$ cat src/rtl/kernel_gemm_pkg.sv
// kernel_gemm_pkg -- shared definitions for the GEMM kernel.
//   state_t : controller state encoding (also exported on the debug port)
//   addr_w  : width of an address bus for a memory of 'depth' words
//   cnt_w   : width of a loop counter that must hold 0..n-1
// Both helpers return at least 1 so degenerate sizes (e.g. 1x1) still
// produce legal one-bit buses.
package kernel_gemm_pkg;

  typedef enum logic [2:0] {
    ST_IDLE  = 3'd0,
    ST_INIT  = 3'd1,
    ST_MAC   = 3'd2,
    ST_DRAIN = 3'd3,
    ST_WRITE = 3'd4,
    ST_DONE  = 3'd5
  } state_t;

  function automatic int addr_w(input int depth);
    if (depth <= 1) return 1;
    return $clog2(depth);
  endfunction

  function automatic int cnt_w(input int n);
    return addr_w(n);
  endfunction

endpackage

$ cat src/rtl/kernel_gemm_mac.sv
// kernel_gemm_mac -- multiply-accumulate datapath.
//   clk_i   : clock
//   rst_ni  : asynchronous active-low reset, clears the accumulator
//   clear_i : synchronous clear (takes priority over en_i)
//   en_i    : add a_i*b_i into the accumulator this cycle
//   a_i/b_i : operands, two's complement
//   acc_o   : accumulator, DATA_W bits, wraps modulo 2^DATA_W
module kernel_gemm_mac
  import kernel_gemm_pkg::*;
#(
  parameter int DATA_W = 32
) (
  input  logic              clk_i,
  input  logic              rst_ni,
  input  logic              clear_i,
  input  logic              en_i,
  input  logic [DATA_W-1:0] a_i,
  input  logic [DATA_W-1:0] b_i,
  output logic [DATA_W-1:0] acc_o
);

  logic [DATA_W-1:0] acc_q;
  logic [DATA_W-1:0] acc_d;
  logic [DATA_W-1:0] prod;

  // Low DATA_W bits of the product are identical for signed and unsigned
  // operands, so no sign handling is needed under modular arithmetic.
  assign prod = a_i * b_i;

  always_comb begin
    acc_d = acc_q;
    if (clear_i)   acc_d = '0;
    else if (en_i) acc_d = acc_q + prod;
  end

  always_ff @(posedge clk_i or negedge rst_ni) begin
    if (!rst_ni) acc_q <= '0;
    else         acc_q <= acc_d;
  end

  assign acc_o = acc_q;

endmodule

$ cat src/rtl/kernel_gemm_param.sv
// kernel_gemm_param -- D = alpha*A*B (+ beta*C), one output element at a time.
// Ports:
//   clk, rst (async active-low)      : clock / reset
//   ap_start, ap_done, ap_idle,
//   ap_ready                         : block-level control
//   mode, alpha, beta                : run configuration, latched at start
//   A_*, B_*, C_*                    : read ports, data valid one cycle after ce
//   D_*                              : write port
//   dbg_state_o                      : current controller state
// Handshake: ap_start is sampled only while idle; acceptance latches
// mode/alpha/beta. ap_done and ap_ready pulse together for the single DONE
// cycle. ap_start held high restarts in the IDLE cycle after DONE.
// Per element: INIT (C read), NK x MAC (A/B reads, product of k-1 added),
// DRAIN (last product added), WRITE (D store) = NK+3 cycles.
module kernel_gemm_param
  import kernel_gemm_pkg::*;
#(
  parameter  int NI     = 8,
  parameter  int NJ     = 8,
  parameter  int NK     = 8,
  parameter  int DATA_W = 32,
  localparam int A_AW   = addr_w(NI * NK),
  localparam int B_AW   = addr_w(NK * NJ),
  localparam int C_AW   = addr_w(NI * NJ)
) (
  input  logic              clk,
  input  logic              rst,
  input  logic              ap_start,
  output logic              ap_done,
  output logic              ap_idle,
  output logic              ap_ready,
  input  logic              mode,
  input  logic [DATA_W-1:0] alpha,
  input  logic [DATA_W-1:0] beta,
  output logic [A_AW-1:0]   A_address0,
  output logic              A_ce0,
  input  logic [DATA_W-1:0] A_q0,
  output logic [B_AW-1:0]   B_address0,
  output logic              B_ce0,
  input  logic [DATA_W-1:0] B_q0,
  output logic [C_AW-1:0]   C_address0,
  output logic              C_ce0,
  input  logic [DATA_W-1:0] C_q0,
  output logic [C_AW-1:0]   D_address1,
  output logic              D_ce1,
  output logic              D_we1,
  output logic [DATA_W-1:0] D_d1,
  output logic [2:0]        dbg_state_o
);

  localparam int I_W = cnt_w(NI);
  localparam int J_W = cnt_w(NJ);
  localparam int K_W = cnt_w(NK);
  localparam logic [I_W-1:0] I_LAST = I_W'(NI - 1);
  localparam logic [J_W-1:0] J_LAST = J_W'(NJ - 1);
  localparam logic [K_W-1:0] K_LAST = K_W'(NK - 1);

  state_t            state_q, state_d;
  logic              mode_q, mode_d;
  logic [DATA_W-1:0] alpha_q, alpha_d;
  logic [DATA_W-1:0] beta_q, beta_d;
  logic [DATA_W-1:0] c_reg_q, c_reg_d;
  logic [I_W-1:0]    i_q, i_d;
  logic [J_W-1:0]    j_q, j_d;
  logic [K_W-1:0]    k_q, k_d;
  logic [DATA_W-1:0] acc;
  logic              mac_clr, mac_en;
  logic [DATA_W-1:0] wr_val;
  logic [A_AW-1:0]   a_addr;
  logic [B_AW-1:0]   b_addr;
  logic [C_AW-1:0]   cd_addr;

  // Index products stay below the memory depth, so computing them at the
  // bus width loses nothing.
  assign a_addr  = A_AW'(i_q) * A_AW'(NK) + A_AW'(k_q);
  assign b_addr  = B_AW'(k_q) * B_AW'(NJ) + B_AW'(j_q);
  assign cd_addr = C_AW'(i_q) * C_AW'(NJ) + C_AW'(j_q);

  // Clear at INIT; the first MAC cycle has no returned product yet.
  assign mac_clr = (state_q == ST_INIT);
  assign mac_en  = ((state_q == ST_MAC) && (k_q != '0)) || (state_q == ST_DRAIN);

  kernel_gemm_mac #(.DATA_W(DATA_W)) u_mac (
    .clk_i   (clk),
    .rst_ni  (rst),
    .clear_i (mac_clr),
    .en_i    (mac_en),
    .a_i     (A_q0),
    .b_i     (B_q0),
    .acc_o   (acc)
  );

  assign wr_val = alpha_q * acc + (mode_q ? beta_q * c_reg_q : '0);

  always_comb begin
    state_d = state_q;
    mode_d  = mode_q;
    alpha_d = alpha_q;
    beta_d  = beta_q;
    c_reg_d = c_reg_q;
    i_d     = i_q;
    j_d     = j_q;
    k_d     = k_q;
    case (state_q)
      ST_IDLE: begin
        if (ap_start) begin
          mode_d  = mode;
          alpha_d = alpha;
          beta_d  = beta;
          i_d     = '0;
          j_d     = '0;
          state_d = ST_INIT;
        end
      end
      ST_INIT: begin
        k_d     = '0;
        state_d = ST_MAC;
      end
      ST_MAC: begin
        // C data requested in INIT is valid now.
        if ((k_q == '0) && mode_q) c_reg_d = C_q0;
        if (k_q == K_LAST) begin
          k_d     = '0;
          state_d = ST_DRAIN;
        end else begin
          k_d = k_q + K_W'(1);
        end
      end
      ST_DRAIN: state_d = ST_WRITE;
      ST_WRITE: begin
        if (j_q == J_LAST) begin
          j_d = '0;
          if (i_q == I_LAST) begin
            i_d     = '0;
            state_d = ST_DONE;
          end else begin
            i_d     = i_q + I_W'(1);
            state_d = ST_INIT;
          end
        end else begin
          j_d     = j_q + J_W'(1);
          state_d = ST_INIT;
        end
      end
      ST_DONE: state_d = ST_IDLE;
      default: state_d = ST_IDLE;
    endcase
  end

  always_ff @(posedge clk or negedge rst) begin
    if (!rst) begin
      state_q <= ST_IDLE;
      mode_q  <= 1'b0;
      alpha_q <= '0;
      beta_q  <= '0;
      c_reg_q <= '0;
      i_q     <= '0;
      j_q     <= '0;
      k_q     <= '0;
    end else begin
      state_q <= state_d;
      mode_q  <= mode_d;
      alpha_q <= alpha_d;
      beta_q  <= beta_d;
      c_reg_q <= c_reg_d;
      i_q     <= i_d;
      j_q     <= j_d;
      k_q     <= k_d;
    end
  end

  // Outputs decode registered state only, so reset clears them at once.
  always_comb begin
    A_ce0      = 1'b0;
    B_ce0      = 1'b0;
    C_ce0      = 1'b0;
    D_ce1      = 1'b0;
    D_we1      = 1'b0;
    A_address0 = '0;
    B_address0 = '0;
    C_address0 = '0;
    D_address1 = '0;
    D_d1       = '0;
    case (state_q)
      ST_INIT: begin
        if (mode_q) begin
          C_ce0      = 1'b1;
          C_address0 = cd_addr;
        end
      end
      ST_MAC: begin
        A_ce0      = 1'b1;
        B_ce0      = 1'b1;
        A_address0 = a_addr;
        B_address0 = b_addr;
      end
      ST_WRITE: begin
        D_ce1      = 1'b1;
        D_we1      = 1'b1;
        D_address1 = cd_addr;
        D_d1       = wr_val;
      end
      default: ;
    endcase
  end

  assign ap_idle     = (state_q == ST_IDLE);
  assign ap_done     = (state_q == ST_DONE);
  assign ap_ready    = (state_q == ST_DONE);
  assign dbg_state_o = state_q;

endmodule
$ cat config.mk
export PLATFORM = sky130hd
export DESIGN_NAME = kernel_gemm_param
export DESIGN_NICKNAME = d
export VERILOG_FILES = /design/src/rtl/kernel_gemm_pkg.sv /design/src/rtl/kernel_gemm_mac.sv /design/src/rtl/kernel_gemm_param.sv
export SDC_FILE = /design/constraint.sdc
export NUM_CORES = 2
export LEC_CHECK = 0
export CORE_AREA = 5 5 319 321
export DETAILED_ROUTE_END_ITERATION = 8
export DIE_AREA = 0 0 324 326
export PLACE_DENSITY = 0.81
export SYNTH_ARGS = -nofsm -noshare
export SYNTH_HDL_FRONTEND = slang
export SYNTH_SLANG_ARGS = --single-unit
$ cat constraint.sdc
create_clock -name clk -period 37.4 [get_ports clk]
set_input_delay 7.48 -clock clk [delete_from_list [all_inputs] [get_ports clk]]
set_output_delay 7.48 -clock clk [all_outputs]
set_load 0.01 [all_outputs]
# Word level (Yosys, flattened, before mapping)
# Cells that the tools add are included.
dict set report totals {
  elab_cells 71
  out_inout_bits 67
  in_bits 164
  regBits 141
}
dict set report classes {
  n_mul 3
  reduce_logical 14
  addsub 8
  muxes 26
  n_eq_ne 11
}
# op n
set op_table {}
lappend op_table {{32-bit two-way mux} 4}
lappend op_table {{32-bit by 32-bit multiplier with 32-bit output} 3}
lappend op_table {{32-bit adder} 2}
lappend op_table {{6-bit two-way mux} 5}
lappend op_table {{3-bit two-way mux} 9}
lappend op_table {{6-bit by 3-bit adder with 6-bit output} 3}
lappend op_table {{3-bit case mux with 2 select lines} 3}
lappend op_table {{3-bit equality test, second input constant} 5}
lappend op_table {{3-bit case mux with 5 select lines} 1}
lappend op_table {{3-bit by 1-bit adder with 3-bit output, second input constant} 3}
lappend op_table {{2-bit AND reduction} 4}
lappend op_table {{3-bit by 2-bit equality test with 1-bit output, second input constant} 2}
lappend op_table {{3-bit logical NOT} 2}
lappend op_table {{2-bit nonzero test} 3}
lappend op_table {{1-bit two-way mux} 4}
lappend op_table {{2-bit != test, second input constant} 2}
lappend op_table {{3-bit by 1-bit equality test with 1-bit output, second input constant} 1}
lappend op_table {{3-bit AND reduction} 1}
lappend op_table {{3-bit nonzero test} 1}
lappend op_table {{1-bit logical AND} 2}
lappend op_table {{2-bit by 1-bit != test with 1-bit output, second input constant} 1}
lappend op_table {{1-bit logical OR} 1}

# Longest topological paths before layout
dict set report depth {
  depth_word 5
  mapped_depth 50
  ltp_nobuf 48
}

# By module
# From an unflattened synthesis, not the netlist that was laid out.
dict set report unflattened {
  hier_cells 6003
  hier_area_um2 54594.9
}
# module cells_per_inst n_inst area_per_inst_um2 seq_area_each_um2
set modules_own_cells {}
lappend modules_own_cells {kernel_gemm_param 4018 1 36552.6 2727.6}
lappend modules_own_cells {kernel_gemm_mac 1985 1 18042.3 800.8}

# Worst setup path before layout
# OpenSTA, ideal clock, no wires.
dict set report synth_timing {
  path_kind {register to output}
  start {reg c_reg_q[5]}
  end {out D_d1[31]}
  stages_incl_launch_ff 42
  arrival_time_ps 12163
  path_slack_ps 17757
  t_required_ps 29920
  path_cell_list {dfrtp_1 > clkbuf_1 > clkbuf_1 > and2_1 > fa_1 > fa_1 > fa_1 > inv_1 > fa_1 > inv_1 > fa_1 > inv_1 > fa_1 > inv_1 > fa_1 > fa_1 > ha_1 > a21o_1 > [... 6 more ...] > fa_1 > inv_1 > fa_1 > fa_1 > fa_1 > fa_1 > fa_1 > inv_1 > fa_1 > inv_1 > ha_1 > a211o_1 > or4_1 > o21ai_0 > a21oi_1 > xnor2_1 > a21o_1 > a21oi_1}
}
dict set report synth_between {
  elab_chain_len 4
}
# element line_no
set synth_lines {}
lappend synth_lines {{from (decl)} kernel_gemm_param.sv:62} ;# logic [DATA_W-1:0] c_reg_q, c_reg_d;
lappend synth_lines {{from (signal assigned)} kernel_gemm_param.sv:165} ;# c_reg_q <= c_reg_d;
lappend synth_lines {{32-bit by 32-bit multiplier with 32-bit output} kernel_gemm_param.sv:93} ;# assign wr_val = alpha_q * acc + (mode_q ? beta_q * c_reg_q : '0);
lappend synth_lines {{32-bit two-way mux} kernel_gemm_param.sv:93}
lappend synth_lines {{32-bit adder} kernel_gemm_param.sv:93}
lappend synth_lines {{32-bit two-way mux} kernel_gemm_param.sv:184} ;# case (state_q)
lappend synth_lines {{to (decl)} kernel_gemm_param.sv:47} ;# output logic [DATA_W-1:0] D_d1,
# No other way between the ends.

# Worst setup path after layout
dict set report layout_timing {
  start {reg c_reg_q[9]}
  end {out D_d1[31]}
}
# Same word-level chain as after synthesis.

==> summary.txt <==
Run status
  – Status: finished clean

Finish
  – Layout cells sized above 1: 3.67%
  – Final Util: 58.2%
  – Leading cell type in the layout, fill and taps excluded: inv_1
  – Commonest cells after routing, fill and taps aside: inv_1 (1,415), fa_1 (1,284), nand2_1 (1,207)
  – Area grow syn2layout: 7.04%
  – Number of nets in the layout: 7,804

Synthesis
  – Syn_area_per_cell: 8.98 um2
  – Register area share after synthesis: 6.56%
  – Ys async rst share: 100%
  – #FFs+latches synth: 141
  – Ys flop type: dfrtp_1
  – Synth Cell Area: 53,800 um2
  – Post-Syn Nets: 7,814
  – EDFF count, synth: 0
  – Synth unique cells: 60
  – Syn. warnings: 0
  – Syn Inst Count: 5,988

Worst setup path
  – Critical-path top delay cell: dfrtp_1
  – CP arrival: 14.83 ns
  – Crit path kind: reg2out
  – CP max FO: 24
  – R2R Path Start: u_mac.acc_o[17]$_DFFE_PN0P_
  – Most common cell on crit path: fa_1
  – Max incr delay on CP: 1.03 ns
  – Reg2reg end: u_mac.acc_o[31]$_DFFE_PN0P_
  – Reg2Reg Depth: 22
  – CP Capture Type: primary output
  – Critical Path RT: 29.92 ns
  – FF-to-FF setup slack: 29.65 ns
  – CP startpoint kind: flop

Hold path
  – Endpoint, Worst Hold: c_reg_q[11]$_DFFE_PN0P_
  – Hold Crit Depth: 1
  – Hold_sp: c_reg_q[11]$_DFFE_PN0P_
  – Worst hold path type: reg2reg

Clocking
  – Max clock buf depth: 2
  – Post-CTS Setup Inserts: 0
  – Clock latency on the worst-skew pair: 0.52 ns
  – Num CTS Buffers: 17
  – CTS H-tree depth: 4
  – Clk pin slew, worst setup/hold paths: 0.08 ns
  – Post-CTS Hold Buffers: 0
  – TritonCTS clock tree: done
  – Root buffer cell: clkbuf_16
  – Clock sink total: 141
  – # resized after CTS: 0

Place
  – # port buffers: 230
  – Post-DP HPWL: 117 mm
  – Final Wtd Congestion: 0.925

STA
  – Relative slew slack: 11.1%
  – Setup tns final: 0 ns
  – RSZ-0062 raised after global routing: no
  – Final number of hold-violating endpoints: 0
  – Final period utilization: 59.7%
  – Final Max Slew Viols: 0
  – Worst Skew: 0.0188 ns
  – Slew @ Worst Pin: 1.33 ns
  – Final setup fails: 0
  – Fmax: 0.0448 GHz
  – Final min period: 22.31 ns

GRT
  – Vias in the first global route: 46,100
  – First-pass GRT wire length: 244 mm
  – GR Overflow Total: 0
  – Initial antenna violation count: 4
  – Largest net degree at the start of global routing: 78
  – Gr usage total: 29.7%

Die
  – Die area: 106,000 um2
  – Die height: 326 um
  – Initial core utilization: 54.3%
  – Die W: 324 um
  – Number of placement rows: 116
  – I/O pins: 231
  – Core ar.: 99,000 um2

Route
  – DR WL/cell: 20.7 um
  – Via count: 41,100
  – Detailed-route wire length: 151 mm
  – DR iter-0 viols: 3,128
  – DRC Markers: 0
  – Routed Antenna Nets: 0
  – DR pass1 iterations: 8
  – Vias/cell: 5.64

Run
  – Max-cap check violation count: 0
## metal layers
metal	up-vias	GRT usage [%]	routed length, um
met4	4	15.8	9520
met1	20800	37.1	54300
met3	655	6.70	16100
met2	2456	48.2	70800
li1	17200	-	-
met5	-	0	25
## registers in the layout, summed over array words and instances, names as in the netlist
register	cells
j_q	3
c_reg_q	32
dbg_state_o	3
k_q	3
beta_q	32
mode_q	1
u_mac.acc_o	32
i_q	3
alpha_q	32
## synth_stat cells, types with 61 or more instances
cell / instances / share of area (%)
a21oi_1: 64 / 0.60
mux2_2: 96 / 2.0
inv_1: 1415 / 9.9
clkbuf_1: 312 / 2.2
fa_1: 1284 / 48
nand2_1: 1207 / 8.4
xnor2_1: 188 / 3.1
nor2_1: 68 / 0.47
dfrtp_1: 141 / 6.6
ha_1: 378 / 8.8
xor2_1: 61 / 0.99
o21ai_0: 69 / 0.64
and2_1: 459 / 5.3
## final cells by class
cell class | instances | area (um2)
Timing Repair Buffer | 299 | 2800
Sequential cell | 141 | 3530
Fill cell | 8221 | 41400
Clock inverter | 14 | 161
Antenna cell | 3 | 7.51
Multi-Input combinational cell | 4103 | 43700
Inverter | 1416 | 5320
Clock buffer | 18 | 439
Tap cell | 1298 | 1620
## worst max-delay path by stage
stage | startpoint | to | slack (ns) | cells past startpoint
final | c_reg_q[9]$_DFFE_PN0P_ | D_d1[31] | 15.09 | 46
after global routing | c_reg_q[9]$_DFFE_PN0P_ | D_d1[31] | 14.51 | 48
after CTS | c_reg_q[5]$_DFFE_PN0P_ | D_d1[31] | 15.20 | 40
after detailed placement | beta_q[8]$_DFFE_PN0P_ | D_d1[31] | 15.78 | 41
after global placement | c_reg_q[6]$_DFFE_PN0P_ | D_d1[31] | 16.06 | 40
after floorplan | c_reg_q[5]$_DFFE_PN0P_ | D_d1[31] | 17.76 | 41
## logic make-up after synthesis
family	share of synthesized area, %
AND/OR/NAND/NOR	15.3
AO/OA/AOI/OAI	3.20
multiplexers	2.08
XOR/XNOR	4.05
flip-flops	6.56
adder cells (fa/ha/maj)	56.6
buffers and inverters	12.2
## per-stage QoR
step                cell area [um2]  setup WS [ns]  cells  hold WS, ns
CTS                           57600          15.20   7289        0.515
finish                        57600          15.09   7292        0.516
floorplan                     53800          17.76   5988        0.481
global route                  57600          14.51   7292        0.530
detailed placement            57000          15.78   7257        0.499
global placement              57000          16.06   7257        0.493
## critical path: cells and delay by family (launching register included)
kind,cells,cell delay (ns)
and+or+nand+nor,7,1.04
adders and majority gates,18,8.72
AOI/OAI and AO/OA,8,1.80
xor gates and xnor gates,2,0.53
buffers and inverters,11,1.21
DFF,1,1.03
Power is not shown: default switching activity piles up to over one toggle a cycle in this logic, so the estimate is an artifact.
